[config.mk]
export PLATFORM = sky130hd
export DESIGN_NAME = alu_issue_stage
export DESIGN_NICKNAME = d
export VERILOG_FILES = /design/src/rtl/alu_issue_stage.sv
export SDC_FILE = /design/constraint.sdc
export NUM_CORES = 1
export LEC_CHECK = 0
export BUFFER_PORTS_ARGS = -buffer_cell sky130_fd_sc_hd__buf_2
export CAP_MARGIN = 25
export CORE_MARGIN = 2
export CORE_UTILIZATION = 50
export DETAILED_ROUTE_END_ITERATION = 12
export PLACE_DENSITY = 0.86
export SLEW_MARGIN = 10
export SYNTH_ARGS = -nofsm -noshare
export SYNTH_HDL_FRONTEND = slang
export SYNTH_SLANG_ARGS = --single-unit
[constraint.sdc]
create_clock -name clk -period 5.7 [get_ports clk]
set_input_delay 0.57 -clock clk [delete_from_list [all_inputs] [get_ports clk]]
set_output_delay 0.57 -clock clk [all_outputs]
set_load 0.01 [all_outputs]
[src/rtl/alu_issue_stage.sv]
// ID/EX issue stage: decodes MIPS opcode/funct to the ALU function code,
// builds forwarded/immediate operands, registers them and holds them for
// multi-cycle mult/div behind a valid/ready handshake.
module alu_issue_stage #(
    parameter int unsigned WIDTH      = 32,
    parameter int unsigned MUL_CYCLES = 4,
    parameter int unsigned DIV_CYCLES = 8
) (
    input  logic             clk,
    input  logic             reset,
    input  logic             in_valid,
    output logic             in_ready,
    input  logic             flush,
    input  logic [5:0]       opcode,
    input  logic [5:0]       funct,
    input  logic [15:0]      imm,
    input  logic [WIDTH-1:0] rs_data,
    input  logic [WIDTH-1:0] rt_data,
    input  logic [1:0]       fwd_sel_a,
    input  logic [1:0]       fwd_sel_b,
    input  logic [WIDTH-1:0] ex_fwd,
    input  logic [WIDTH-1:0] mem_fwd,
    output logic [3:0]       FunctC,
    output logic [WIDTH-1:0] A,
    output logic [WIDTH-1:0] B,
    output logic             out_valid,
    output logic             out_last,
    output logic             illegal_op
);

    localparam int unsigned MAX_LAT = (MUL_CYCLES > DIV_CYCLES) ? MUL_CYCLES : DIV_CYCLES;
    localparam int unsigned CNT_W   = (MAX_LAT > 1) ? $clog2(MAX_LAT) : 1;

    localparam logic [5:0] OP_RTYPE = 6'h00;
    localparam logic [5:0] OP_BEQ   = 6'h04;
    localparam logic [5:0] OP_BNE   = 6'h05;
    localparam logic [5:0] OP_ADDI  = 6'h08;
    localparam logic [5:0] OP_SLTI  = 6'h0A;
    localparam logic [5:0] OP_ANDI  = 6'h0C;
    localparam logic [5:0] OP_ORI   = 6'h0D;
    localparam logic [5:0] OP_XORI  = 6'h0E;
    localparam logic [5:0] OP_LW    = 6'h23;
    localparam logic [5:0] OP_SW    = 6'h2B;

    localparam logic [5:0] FN_MULT  = 6'h18;
    localparam logic [5:0] FN_DIV   = 6'h1A;
    localparam logic [5:0] FN_ADD   = 6'h20;
    localparam logic [5:0] FN_SUB   = 6'h22;
    localparam logic [5:0] FN_AND   = 6'h24;
    localparam logic [5:0] FN_OR    = 6'h25;
    localparam logic [5:0] FN_XOR   = 6'h26;
    localparam logic [5:0] FN_NOR   = 6'h27;
    localparam logic [5:0] FN_SLT   = 6'h2A;

    localparam logic [CNT_W-1:0] MUL_HOLD = CNT_W'(MUL_CYCLES - 1);
    localparam logic [CNT_W-1:0] DIV_HOLD = CNT_W'(DIV_CYCLES - 1);

    logic [3:0]       r_funct_c;
    logic [WIDTH-1:0] r_a;
    logic [WIDTH-1:0] r_b;
    logic             r_out_valid;
    logic             r_illegal;
    logic [CNT_W-1:0] r_cnt;

    logic [3:0]       w_funct_c;
    logic             w_legal;
    logic             w_use_imm;
    logic             w_sign_ext;
    logic [CNT_W-1:0] w_hold;
    logic [WIDTH-1:0] w_fwd_a;
    logic [WIDTH-1:0] w_fwd_b;
    logic [WIDTH-1:0] w_imm_ext;
    logic [WIDTH-1:0] w_op_b;
    logic             w_in_ready;

    // Decode opcode/funct into function code, operand-B source and hold length
    always_comb begin
        w_funct_c  = 4'b0000;
        w_legal    = 1'b0;
        w_use_imm  = 1'b0;
        w_sign_ext = 1'b0;
        w_hold     = '0;
        case (opcode)
            OP_RTYPE: begin
                w_legal = 1'b1;
                case (funct)
                    FN_ADD:  w_funct_c = 4'b0010;
                    FN_SUB:  w_funct_c = 4'b0110;
                    FN_AND:  w_funct_c = 4'b0000;
                    FN_OR:   w_funct_c = 4'b0001;
                    FN_NOR:  w_funct_c = 4'b0011;
                    FN_XOR:  w_funct_c = 4'b0100;
                    FN_SLT:  w_funct_c = 4'b0111;
                    FN_MULT: begin
                        w_funct_c = 4'b1010;
                        w_hold    = MUL_HOLD;
                    end
                    FN_DIV: begin
                        w_funct_c = 4'b1111;
                        w_hold    = DIV_HOLD;
                    end
                    default: w_legal = 1'b0;
                endcase
            end
            OP_ADDI, OP_LW, OP_SW: begin
                w_legal    = 1'b1;
                w_funct_c  = 4'b0010;
                w_use_imm  = 1'b1;
                w_sign_ext = 1'b1;
            end
            OP_SLTI: begin
                w_legal    = 1'b1;
                w_funct_c  = 4'b0111;
                w_use_imm  = 1'b1;
                w_sign_ext = 1'b1;
            end
            OP_ANDI: begin
                w_legal   = 1'b1;
                w_funct_c = 4'b0000;
                w_use_imm = 1'b1;
            end
            OP_ORI: begin
                w_legal   = 1'b1;
                w_funct_c = 4'b0001;
                w_use_imm = 1'b1;
            end
            OP_XORI: begin
                w_legal   = 1'b1;
                w_funct_c = 4'b0100;
                w_use_imm = 1'b1;
            end
            OP_BEQ, OP_BNE: begin
                w_legal   = 1'b1;
                w_funct_c = 4'b0110;
            end
            default: w_legal = 1'b0;
        endcase
    end

    // Forwarding mux for the rs path (11 falls back to the register file)
    always_comb begin
        case (fwd_sel_a)
            2'b01:   w_fwd_a = ex_fwd;
            2'b10:   w_fwd_a = mem_fwd;
            default: w_fwd_a = rs_data;
        endcase
    end

    // Forwarding mux for the rt path
    always_comb begin
        case (fwd_sel_b)
            2'b01:   w_fwd_b = ex_fwd;
            2'b10:   w_fwd_b = mem_fwd;
            default: w_fwd_b = rt_data;
        endcase
    end

    // Immediate extension and operand-B select
    always_comb begin
        w_imm_ext = w_sign_ext ? WIDTH'($signed(imm)) : WIDTH'(imm);
        w_op_b    = w_use_imm ? w_imm_ext : w_fwd_b;
    end

    assign w_in_ready = (r_cnt == '0);

    // Issue pipeline register: flush beats hold, hold beats accept
    always_ff @(posedge clk or posedge reset) begin
        if (reset) begin
            r_funct_c   <= 4'b0000;
            r_a         <= '0;
            r_b         <= '0;
            r_out_valid <= 1'b0;
            r_illegal   <= 1'b0;
            r_cnt       <= '0;
        end else begin
            r_illegal <= 1'b0;
            if (flush) begin
                r_out_valid <= 1'b0;
                r_cnt       <= '0;
            end else if (r_cnt != '0) begin
                r_cnt <= r_cnt - CNT_W'(1);
            end else if (in_valid) begin
                if (w_legal) begin
                    r_funct_c   <= w_funct_c;
                    r_a         <= w_fwd_a;
                    r_b         <= w_op_b;
                    r_out_valid <= 1'b1;
                    r_cnt       <= w_hold;
                end else begin
                    r_out_valid <= 1'b0;
                    r_illegal   <= 1'b1;
                end
            end else begin
                r_out_valid <= 1'b0;
            end
        end
    end

    assign in_ready   = w_in_ready;
    assign out_last   = r_out_valid && w_in_ready;
    assign FunctC     = r_funct_c;
    assign A          = r_a;
    assign B          = r_b;
    assign out_valid  = r_out_valid;
    assign illegal_op = r_illegal;

endmodule

==> reports/qor.yml <==
run:
  maxCapViolations: 0
critical_path:
  slowest_stage: "buf_4"
  crit_family: "buffers and inverters"
  path_common_cell: "inv_1"
  required_ps: 5920
  worstPathCellList: "inv_1, ha_1, nand2b_1, inv_1, nand3_1, a21oi_4, buf_12, buf_4, mux2_2"
  cp_max_fo: 34
  critPathBufInv: 4
  crit_path_max_incr_delay_ps: 430
  crit_type: "register to register"
  cp-start-kind: "register"
  critPathLaunch: "r_cnt[0]"
  timing.rr.start: "r_cnt[0]"
  cp-end-kind: "register"
  arrival_ps: 2950
timing:
  setup_viol: 0
  maxSlewViolCount: 0
  clock.fmax_mhz: 366
  slew_headroom_pct: 32.4
  setup_tns_ps: 0
  tightest_slew_ps: 1010
  hold_violations: 0
  fin_crit_ps: 2730
  clock_skew_ps: 7.46
  rsz0062_at_grt: "false"
  hold_slack_ps: 445
  fin_crit_sh_pct: 47.9
routing:
  routed_wl_microns: 14900
  wl_per_cell_microns: 18.0
  dr.pass1.iters: 5
  dr.first_iter.drc_count: 287
  vias: 4917
  antenna_left: 0
  vias_per_cell: 5.94
  drc_errors: 0
global_route:
  grt_start_max_net_pins: 74
  track_usage_pct: 28.9
  grt_pass1_wl_microns: 23600
  grt_pass1_vias: 4824
  antenna_found_initial: 0
  grt.overflow.total: 0
power:
  powerDensity_mw_per_mm2: 359
  p_leak_uw: 0.00312
  ir_drop_mv: 0.169
die:
  core-area_sq_mm: 0.00920
  rows: 35
  start_util_pct: 51.5
  pin_count: 236
  die_area_sq_mm: 0.0103
  die_x_microns: 101
  dieHeight_microns: 101
cts:
  clk_latency_ps: 330
  postCtsHoldBufs: 0
  cts_buffer_depth: 2
  cts_resized: 0
  cts_buffers: 9
  clkSinkCount: 73
  post_cts_buffers: 0
  htree_levels: 3
  clock_tree.root_cell: "clkbuf_8"
  path_clk_slew_ps: 80
  tritoncts: "built"
synth:
  ys.flop_type: "dfrtp_1"
  ys_types: 49
  syn_inst: 499
  ys_seq_elements: 73
  syn_avg_cell_area_sq_um: 9.49
  synth_enable_flop_cells: 0
  syn_nets: 669
  yosys_warnings: 0
  async_reset_ff_share_pct: 100
  syn_area_sq_mm: 0.00474
  ys_seq_area_share_pct: 38.6
min_path:
  hp-class: "primary input to register"
  min_from: "flush"
finish:
  nets: 882
  num_antenna_cells: 0
  area_growth_syn_to_layout_pct: 30.4
  drive_gt1_share_pct: 47.7
placed_design:
  place_congestion: 0.981
  dp_hpwl_microns: 11000
  port_buffers: 235
status:
  outcome: "finished clean"
[cells in the final DEF, fill, tap and decap left out, types with 2 or more instances in the layout]
cell type,n
o31a_1,2
a21boi_0,3
nor3b_1,2
inv_1,12
a211oi_1,2
nand2b_1,8
dfrtp_1,73
a22oi_1,64
a21oi_1,21
buf_4,4
ha_1,4
o21ai_0,69
buf_2,235
and3_1,3
buf_12,2
clkbuf_8,9
clkinvlp_4,2
mux2i_1,2
mux2_2,73
o2bb2ai_1,2
o31ai_1,2
nand3_1,6
ha_2,2
nor2_1,21
nand2_1,51
bufinv_16,3
mux2_1,10
a21oi_4,2
nor3_1,2
nor2b_1,4
[routing by layer]
metal	vias up	global-route usage [%]	wire [microns]
met5	-	0	0
met4	0	10.2	312
met3	33	4.14	1140
met2	271	47.9	7370
met1	2347	38.8	6100
li1	2266	-	-
[metrics by stage]
step	area, sq um	std cells	util [%]	power, uW	worst slack [ps]
floorplan	4740	499	-	1330	3280
global placement	5890	810	64.1	1690	2370
detailed placement	5910	811	64.3	1730	2730
CTS	6160	827	67.0	2230	3000
global route	6180	828	67.2	2350	2830
finish	6180	828	67.2	2210	2970
[area by class of cell]
cell class / count / area [sq um]
fillers: 769 / 3020
flip-flops and latches: 73 / 1830
multi-input cells: 374 / 2670
well taps: 111 / 139
repair buffers: 241 / 1250
inverters: 13 / 48.8
clock buffers: 9 / 124
clock inverters: 7 / 119
[state kept, by name, summed over array words and instances, names as in the netlist]
name        flops
A              32
out_valid       1
illegal_op      1
FunctC          4
r_cnt           3
B              32
[power breakdown]
part | switching [uW] | internal (uW) | total (uW)
logic | 446 | 425 | 871
registers | 118 | 737 | 855
clock network | 198 | 291 | 489
total | 762 | 1450 | 2210
[synth_stat cells, types with 2 or more instances]
| library cell | number | area [sq um] |
|---|---|---|
| dfrtp_1 | 73 | 1830 |
| mux2_2 | 73 | 822 |
| o21ai_0 | 69 | 345 |
| a22oi_1 | 64 | 480 |
| nand2_1 | 51 | 191 |
| clkbuf_1 | 27 | 101 |
| a21oi_1 | 21 | 105 |
| nor2_1 | 21 | 78.8 |
| inv_1 | 13 | 48.8 |
| mux2_1 | 10 | 113 |
| nand2b_1 | 8 | 50.1 |
| ha_1 | 6 | 75.1 |
| nand3_1 | 6 | 30.0 |
| buf_4 | 5 | 37.5 |
| nor2b_1 | 4 | 25.0 |
| a21boi_0 | 3 | 22.5 |
| and3_1 | 3 | 18.8 |
| a211oi_1 | 2 | 15.0 |
| buf_1 | 2 | 7.51 |
| buf_2 | 2 | 10.0 |
| buf_6 | 2 | 22.5 |
| mux2i_1 | 2 | 20.0 |
| nor3_1 | 2 | 10.0 |
| nor3b_1 | 2 | 15.0 |
| o2bb2ai_1 | 2 | 17.5 |
| o31a_1 | 2 | 17.5 |
| o31ai_1 | 2 | 15.0 |
[path summary, 6_finish.rpt]
check                           slack [ps]  cells past startpoint   endpoint
worst max-delay path                  2970                      9      B[30]
worst min-delay path                   450                      2   r_cnt[2]
worst max register to register        2970                      9      B[30]
worst min register to register         490                      1       A[8]
max in group asynchronous             4580                      3       B[8]
min in group asynchronous              490                      3  FunctC[1]
[cell families after synthesis]
| kind of cell | Yosys count | synth area share, % |
|---|---|---|
| adder cells (fa/ha/maj) | 6 | 1.59 |
| flip-flops | 73 | 38.6 |
| multiplexers | 85 | 20.2 |
| AO/OA/AOI/OAI | 178 | 24.1 |
| buffers and inverters | 52 | 5.23 |
| AND/OR/NAND/NOR | 105 | 10.4 |
Note: power is estimated with default switching activity, not from simulation.
